[config.mk]
export PLATFORM = sky130hd
export DESIGN_NAME = pulpino_run_ctrl
export DESIGN_NICKNAME = d
export VERILOG_FILES = /design/src/rtl/pulpino_ctrl_pkg.sv /design/src/rtl/pulpino_watchdog.sv /design/src/rtl/pulpino_run_ctrl.sv
export SDC_FILE = /design/constraint.sdc
export NUM_CORES = 1
export LEC_CHECK = 0
export BUFFER_PORTS_ARGS = -buffer_cell sky130_fd_sc_hd__buf_2
export CAP_MARGIN = 30
export CORE_MARGIN = 4
export CORE_UTILIZATION = 30
export CTS_CLUSTER_DIAMETER = 120
export DETAILED_ROUTE_END_ITERATION = 6
export PLACE_DENSITY = 0.58
export REMOVE_ABC_BUFFERS = 1
export SLEW_MARGIN = 20
export SYNTH_ARGS = -nofsm -noshare
export SYNTH_HDL_FRONTEND = slang
export SYNTH_SLANG_ARGS = --single-unit
[constraint.sdc]
create_clock -name aclk -period 3.9 [get_ports aclk]
set_input_delay 0.195 -clock aclk [delete_from_list [all_inputs] [get_ports aclk]]
set_output_delay 0.195 -clock aclk [all_outputs]
set_load 0.01 [all_outputs]
[src/rtl/pulpino_ctrl_pkg.sv]
`default_nettype none
// ============================================================================
//  Module      : pulpino_ctrl_pkg
//  Description : Shared types and constants for the PULPino run sequencer.
//  Revision    : 1.0 - initial release
// ============================================================================
package pulpino_ctrl_pkg;

  // Run sequencer states, explicit 3-bit encoding
  typedef enum logic [2:0] {
    IDLE    = 3'd0,
    RELEASE = 3'd1,
    START   = 3'd2,
    RUN     = 3'd3,
    FINISH  = 3'd4
  } run_state_t;

  // Bit positions inside the status word
  localparam int ST_RD   = 0;
  localparam int ST_WR   = 1;
  localparam int ST_GPIO = 2;
  localparam int ST_TO   = 3;

  // Cycles the core reset stays released before the masters are started
  localparam int LP_RELEASE_CYCLES = 2;

  // Width of the run-cycle field in the status word
  localparam int LP_CYC_FIELD_W = 28;

endpackage : pulpino_ctrl_pkg
`default_nettype wire

[src/rtl/pulpino_watchdog.sv]
`default_nettype none
// ============================================================================
//  Module      : pulpino_watchdog
//  Description : Saturating run-cycle counter with a limit compare. A limit
//                of zero disables the trip output.
//  Revision    : 1.0 - initial release
// ============================================================================
module pulpino_watchdog #(
  parameter int C_TIMEOUT_WIDTH = 32
) (
  input  logic                       aclk,
  input  logic                       areset_n,
  input  logic                       clear,
  input  logic                       enable,
  input  logic [C_TIMEOUT_WIDTH-1:0] limit,
  output logic [C_TIMEOUT_WIDTH-1:0] count,
  output logic                       trip
);

  localparam logic [C_TIMEOUT_WIDTH-1:0] c_one = {{(C_TIMEOUT_WIDTH-1){1'b0}}, 1'b1};

  logic [C_TIMEOUT_WIDTH-1:0] r_count;
  logic                       w_at_max;

  assign w_at_max = &r_count;

  // Count enabled cycles, holding at all ones instead of wrapping
  always_ff @(posedge aclk) begin
    if (!areset_n) begin
      r_count <= '0;
    end else if (clear) begin
      r_count <= '0;
    end else if (enable && !w_at_max) begin
      r_count <= r_count + c_one;
    end
  end

  // The trip fires in the cycle whose count equals limit-1, so the run
  // ends after exactly 'limit' enabled cycles
  assign trip  = enable && (limit != '0) && (r_count == (limit - c_one));
  assign count = r_count;

endmodule : pulpino_watchdog
`default_nettype wire

[src/rtl/pulpino_run_ctrl.sv]
`default_nettype none
// ============================================================================
//  Module      : pulpino_run_ctrl
//  Description : Run sequencer for the PULPino L3 kernel datapath. Handles
//                the host ap_* handshake, latches the run scalars, releases
//                the core reset, starts both AXI masters, waits for their
//                done pulses under a watchdog and reports a status word.
//  Revision    : 1.0 - initial release
// ============================================================================
module pulpino_run_ctrl
  import pulpino_ctrl_pkg::*;
#(
  parameter int C_M_AXI_ADDR_WIDTH = 64,
  parameter int C_XFER_SIZE_WIDTH  = 32,
  parameter int C_TIMEOUT_WIDTH    = 32,
  parameter bit C_DONE_HOLD        = 1'b1
) (
  input  logic                          aclk,
  input  logic                          areset_n,
  // host handshake
  input  logic                          ap_start,
  output logic                          ap_done,
  output logic                          ap_idle,
  output logic                          ap_ready,
  // run scalars
  input  logic [C_M_AXI_ADDR_WIDTH-1:0] ctrl_addr_offset_i,
  input  logic [C_XFER_SIZE_WIDTH-1:0]  ctrl_xfer_size_i,
  input  logic                          spi_enable_i,
  input  logic                          use_qspi_i,
  input  logic [31:0]                   spi_addr_idx_i,
  input  logic [31:0]                   instr_num_i,
  input  logic [C_TIMEOUT_WIDTH-1:0]    timeout_cycles_i,
  output logic [C_M_AXI_ADDR_WIDTH-1:0] ctrl_addr_offset_o,
  output logic [C_XFER_SIZE_WIDTH-1:0]  ctrl_xfer_size_o,
  output logic                          spi_enable_o,
  output logic                          use_qspi_o,
  output logic [31:0]                   spi_addr_idx_o,
  output logic [31:0]                   instr_num_o,
  // datapath control
  output logic                          rd_start,
  output logic                          wr_start,
  input  logic                          rd_done,
  input  logic                          wr_done,
  input  logic                          gpio_out_en,
  output logic                          core_rst_n,
  output logic [31:0]                   status
);

  localparam logic [1:0] c_rel_last = 2'(LP_RELEASE_CYCLES - 1);

  run_state_t                    r_state;
  logic [1:0]                    r_rel_cnt;
  logic                          r_ap_done;
  logic                          r_ap_ready;
  logic                          r_start_pulse;
  logic [3:0]                    r_sts;

  logic [C_M_AXI_ADDR_WIDTH-1:0] r_addr;
  logic [C_XFER_SIZE_WIDTH-1:0]  r_xfer;
  logic                          r_spi_en;
  logic                          r_qspi;
  logic [31:0]                   r_spi_idx;
  logic [31:0]                   r_instr;
  logic [C_TIMEOUT_WIDTH-1:0]    r_timeout;

  logic                          w_accept;
  logic                          w_running;
  logic                          w_trip;
  logic                          w_rd_all;
  logic                          w_wr_all;
  logic [C_TIMEOUT_WIDTH-1:0]    w_count;
  logic [LP_CYC_FIELD_W-1:0]     w_cyc_field;

  // A new run is accepted only from IDLE
  assign w_accept  = (r_state == IDLE) && ap_start;
  assign w_running = (r_state == RUN);

  // Done status including a pulse arriving in the current RUN cycle
  assign w_rd_all = r_sts[ST_RD] | rd_done;
  assign w_wr_all = r_sts[ST_WR] | wr_done;

  pulpino_watchdog #(
    .C_TIMEOUT_WIDTH (C_TIMEOUT_WIDTH)
  ) u_watchdog (
    .aclk     (aclk),
    .areset_n (areset_n),
    .clear    (w_accept),
    .enable   (w_running),
    .limit    (r_timeout),
    .count    (w_count),
    .trip     (w_trip)
  );

  // Sequencer: handshake, reset release, master start and run tracking
  always_ff @(posedge aclk) begin
    if (!areset_n) begin
      r_state       <= IDLE;
      r_rel_cnt     <= 2'd0;
      r_ap_done     <= 1'b0;
      r_ap_ready    <= 1'b0;
      r_start_pulse <= 1'b0;
      r_sts         <= 4'd0;
    end else begin
      r_ap_ready    <= 1'b0;
      r_start_pulse <= 1'b0;
      case (r_state)
        IDLE: begin
          if (ap_start) begin
            r_ap_ready <= 1'b1;
            r_ap_done  <= 1'b0;
            r_sts      <= 4'd0;
            r_rel_cnt  <= 2'd0;
            r_state    <= RELEASE;
          end
        end
        RELEASE: begin
          if (r_rel_cnt == c_rel_last) begin
            r_state <= START;
          end else begin
            r_rel_cnt <= r_rel_cnt + 2'd1;
          end
        end
        START: begin
          r_start_pulse <= 1'b1;
          r_state       <= RUN;
        end
        RUN: begin
          r_sts[ST_RD]   <= w_rd_all;
          r_sts[ST_WR]   <= w_wr_all;
          r_sts[ST_GPIO] <= r_sts[ST_GPIO] | gpio_out_en;
          // The watchdog wins over a coinciding final done
          if (w_trip) begin
            r_sts[ST_TO] <= 1'b1;
            r_ap_done    <= 1'b1;
            r_state      <= FINISH;
          end else if (w_rd_all && w_wr_all) begin
            r_ap_done <= 1'b1;
            r_state   <= FINISH;
          end
        end
        FINISH: begin
          if (!C_DONE_HOLD) begin
            r_ap_done <= 1'b0;
          end
          r_state <= IDLE;
        end
        default: begin
          r_state <= IDLE;
        end
      endcase
    end
  end

  // Scalar latch: captured on acceptance, stable until the next acceptance
  always_ff @(posedge aclk) begin
    if (!areset_n) begin
      r_addr    <= '0;
      r_xfer    <= '0;
      r_spi_en  <= 1'b0;
      r_qspi    <= 1'b0;
      r_spi_idx <= 32'd0;
      r_instr   <= 32'd0;
      r_timeout <= '0;
    end else if (w_accept) begin
      r_addr    <= ctrl_addr_offset_i;
      r_xfer    <= ctrl_xfer_size_i;
      r_spi_en  <= spi_enable_i;
      r_qspi    <= use_qspi_i;
      r_spi_idx <= spi_addr_idx_i;
      r_instr   <= instr_num_i;
      r_timeout <= timeout_cycles_i;
    end
  end

  // Run-cycle field of the status word saturates at 28 bits
  generate
    if (C_TIMEOUT_WIDTH > LP_CYC_FIELD_W) begin : g_cyc_wide
      assign w_cyc_field = (|w_count[C_TIMEOUT_WIDTH-1:LP_CYC_FIELD_W]) ?
                           {LP_CYC_FIELD_W{1'b1}} : w_count[LP_CYC_FIELD_W-1:0];
    end else if (C_TIMEOUT_WIDTH == LP_CYC_FIELD_W) begin : g_cyc_exact
      assign w_cyc_field = w_count;
    end else begin : g_cyc_narrow
      assign w_cyc_field = {{(LP_CYC_FIELD_W-C_TIMEOUT_WIDTH){1'b0}}, w_count};
    end
  endgenerate

  assign status = {w_cyc_field, r_sts};

  // The core is held in reset while idle and after a watchdog trip
  assign core_rst_n = (r_state == RELEASE) || (r_state == START) || (r_state == RUN) ||
                      ((r_state == FINISH) && !r_sts[ST_TO]);

  assign ap_done  = r_ap_done;
  assign ap_idle  = (r_state == IDLE);
  assign ap_ready = r_ap_ready;
  assign rd_start = r_start_pulse;
  assign wr_start = r_start_pulse;

  assign ctrl_addr_offset_o = r_addr;
  assign ctrl_xfer_size_o   = r_xfer;
  assign spi_enable_o       = r_spi_en;
  assign use_qspi_o         = r_qspi;
  assign spi_addr_idx_o     = r_spi_idx;
  assign instr_num_o        = r_instr;

endmodule : pulpino_run_ctrl
`default_nettype wire

==> summary.txt <==
Place
  – Dpl hpwl: 24.7 mm
  – GP Congestion: 0.831
  – Port bufs: 399
  – Worst slack at placement: 0.821 ns

Flow run
  – Max_cap viols: 0

Global route
  – Largest net degree at the start of global routing: 112
  – Global route total overflow: 0
  – First-pass GRT wire length: 56.5 mm
  – GR Util All Layers: 17.8%
  – Vias in the first global route: 10.7k
  – Initial antenna violation count: 1

Power and ir drop
  – Logic pwr share: 27.5%
  – Power density over the cells: 488 nW/µm²
  – Sw Ratio: 32.9%
  – Proportion of power drawn by the clock network: 34.0%
  – Pint: 5.11 mW
  – Pwr Total: 7.61 mW
  – Flop pwr share: 38.6%
  – Lkg Pwr: 6.85 nW
  – Maximum VDD drop: 0.000325 V
  – P_sw: 2.50 mW

Floorplan
  – Die Y: 194 µm
  – Die width: 194 µm
  – Core area: 33,900 µm²
  – IO Pins: 400
  – Starting Density: 30.8%
  – Num rows: 67
  – Die area: 37,800 µm²

Finish
  – Number of fill cells in the layout: 3,264
  – Fraction of layout cells with a size suffix above 1: 26.1%
  – Layout net count: 2,014
  – Seq. cell area: 4760 µm²
  – Layout Utilization: 46.1%
  – Area of the multi-input gates: 5250 µm²
  – Area grow syn2layout: 49.7%

Timing
  – PnR worst setup slack: 0.847 ns
  – Post-route setup TNS: 0 ns
  – RSZ-0062 raised after global routing: no
  – Period minus WS final: 3.05 ns
  – Layout Skew: 0.0177 ns
  – Worst-Margin Slew: 0.878 ns
  – Fin. Hold Viols: 0
  – Final setup violation count: 0
  – Rel. slew slack: 41.5%
  – Slew Viols, Final: 0
  – FMAX: 328 MHz
  – Tcrit/Tclk final: 78.3%

Clock network
  – Maximum buffer depth of the clock tree: 3
  – TritonCTS Sinks: 238
  – CTS clock-pin slew for the worst setup and hold paths: 0.06 ns
  – Root Buffer: clkbuf_16
  – H-tree levels: 1
  – Worst skew pair latency: 0.54 ns
  – CTS tree: done
  – Number of CTS-inserted buffers: 28
  – Post_cts resized: 0
  – Setup Buffers After CTS: 0

Worst setup path
  – Max incr delay on CP: 0.58 ns
  – CP max stage cell: or4_4
  – Crit. End Element: register
  – Kind of start point of the critical path: register
  – Critical Path Fanout Max: 6
  – RR Endpoint: r_state[0]
  – Worst Path Required: 4.31 ns
  – Critical path's most frequent cell: or4_4
  – Crit path kind: reg2reg
  – R2R Path Start: r_timeout[20]
  – Reg2reg setup slack: 0.85 ns
  – CP top delay family: simple AND/OR/NAND/NOR gates
  – Worst Path Buf+Inv: 0
  – Worst-case reg-to-reg path depth: 8
  – Ordered cell list for the critical path: or4_4 > or3_4 > nor3_2 > mux2i_1 > a31oi_1 > or4_4 > nor4_4 > o22ai_1
  – Arr. time, crit path: 3.46 ns

Worst hold path
  – Hold Path End: spi_addr_idx_o[19]
  – HP Start: areset_n
  – Hold WC Path Type: in2reg
  – Hold depth: 2

Synth
  – Register bit total from synthesis: 238
  – Leading area contributor after synthesis: dfxtp_1
  – Count of cell types in the netlist: 65
  – Post-synth top cells: 415 x nand2_1, 238 x dfxtp_1, 195 x a21boi_0
  – Cells taking the most area after synthesis: dfxtp_1 46%, nand2_1 15%, a21boi_0 14%, clkbuf_1 2.7%, xnor2_1 2.7%
  – Most used DFF post-synth: dfxtp_1
  – Yosys warns: 0
  – Synth top area share: 45.7%
  – Mapped Cells: 1,264
  – Cell Area, Synth: 10,400 µm²
  – Ys async rst share: 0%
  – Post-synth EDFFs: 0
  – Register area share after synthesis: 45.7%
  – Most instantiated library cell after synthesis: nand2_1
  – Avg Cell Area, Syn: 8.24 µm²

Routing
  – DR WL/cell: 15.6 µm
  – Number of detailed-route iterations in the first pass: 5
  – Post-route ant nets: 0
  – # DRC: 0
  – DRT Wirelength: 35.5 mm
  – Vias: 10.6k
  – Vias per cell: 4.65
  – DRT iter0 DRCs: 532

Outcome
  – Outcome: complete, no violations
routing by layer:
metal | GRT usage (%) | vias to the layer above | part of all wire (%)
li1 | - | 5299 | -
met1 | 21.3 | 4907 | 41
met2 | 31.2 | 323 | 49
met3 | 4.67 | 68 | 7.0
met4 | 5.47 | 0 | 2.9
met5 | 0 | - | 0
final cells by class:
class / count / share of cell area [%]
Antenna cell: 3 / 0.0481
Clock buffer: 34 / 4.89
Clock inverter: 15 / 0.938
Inverter: 10 / 0.241
Multi-Input combinational cell: 929 / 33.6
Sequential cell: 238 / 30.5
Tap cell: 448 / 3.59
Timing Repair Buffer: 604 / 26.1
per-stage QoR:
stage | cells | area [µm²] | hold slack [ns]
final | 2281 | 15600 | 0.0550
after global routing | 2279 | 15600 | 0.0558
after CTS | 2278 | 15600 | 0.0381
after detailed placement | 2031 | 12700 | 0.439
after global placement | 2031 | 12700 | 0.428
after floorplan | 1177 | 10000 | 0.317
cells by family (layout without fill, tap and decap cells):
| logic type | after synthesis | after routing | share of synthesized area, % |
|---|---|---|---|
| adder cells (fa/ha/maj) | 3 | 3 | 0.360 |
| other | 0 | 3 | 0 |
| XOR/XNOR | 59 | 59 | 4.96 |
| flip-flops | 238 | 238 | 45.7 |
| multiplexers | 5 | 5 | 0.492 |
| AO/OA/AOI/OAI | 261 | 261 | 18.4 |
| AND/OR/NAND/NOR | 601 | 601 | 26.0 |
| buffers and inverters | 97 | 663 | 4.05 |
power by group through the flow:
stage / clock network (mW) / logic (mW) / registers (mW)
2_1_floorplan: 0 / 1.17 / 3.08
3_3_place_gp: 0 / 1.92 / 2.97
3_5_place_dp: 0 / 1.94 / 2.98
4_1_cts: 2.68 / 2.11 / 2.93
5_1_grt: 2.78 / 2.32 / 2.97
6_report: 2.58 / 2.09 / 2.94
worst reg2reg max path, stage by stage, from the launching register on:
cell and delay (ns):
dfxtp_1 0.35, or4_4 0.58, or3_4 0.38, nor3_2 0.23, mux2i_1 0.21, a31oi_1 0.10
or4_4 0.56, nor4_4 0.38, o22ai_1 0.15
cell usage in the layout (no fill, tap or decap), types with 4 or more instances in the layout:
cell / count
nand2b_1: 28
buf_4: 5
o21ai_0: 19
nor2_1: 43
inv_1: 10
nand4_1: 10
buf_2: 398
nor3_1: 15
or3_1: 11
nor4_1: 10
xor2_1: 27
a21boi_0: 195
nand3_1: 18
and3_1: 9
dfxtp_1: 238
clkbuf_16: 28
nor2b_1: 4
a21oi_1: 13
nor4_4: 4
mux2i_1: 4
nand2_1: 414
a31oi_1: 5
clkinv_2: 9
xnor2_1: 32
dlygate4sd3_1: 198
or4_1: 5
or4_4: 4
clkbuf_8: 4
and4_1: 4
how the worst max path moves through the flow:
stage             startpoint               endpoint  depth (start not counted)
2_1_floorplan     r_state[2]  ctrl_addr_offset_o[0]                          4
3_3_place_gp   r_timeout[20]             r_state[0]                          8
5_1_grt        r_timeout[20]             r_state[0]                          8
3_5_place_dp   r_timeout[20]             r_state[0]                          8
6_report       r_timeout[20]             r_state[0]                          8
4_1_cts        r_timeout[20]             r_state[0]                          8
state kept, by name, indices dropped and copies added, names as in the netlist:
register,count
r_sts,4
ap_done,1
instr_num_o,32
ctrl_addr_offset_o,64
r_timeout,32
ctrl_xfer_size_o,32
u_watchdog.count,32
use_qspi_o,1
r_rel_cnt,2
rd_start,1
r_state,3
spi_enable_o,1
spi_addr_idx_o,32
ap_ready,1
timing repair:
item,CTS,global route
hold buffers,198,0
endpoints found under the setup margin,0,0
hold endpoints to repair,198,0
Power figures use the tool's default switching activity.
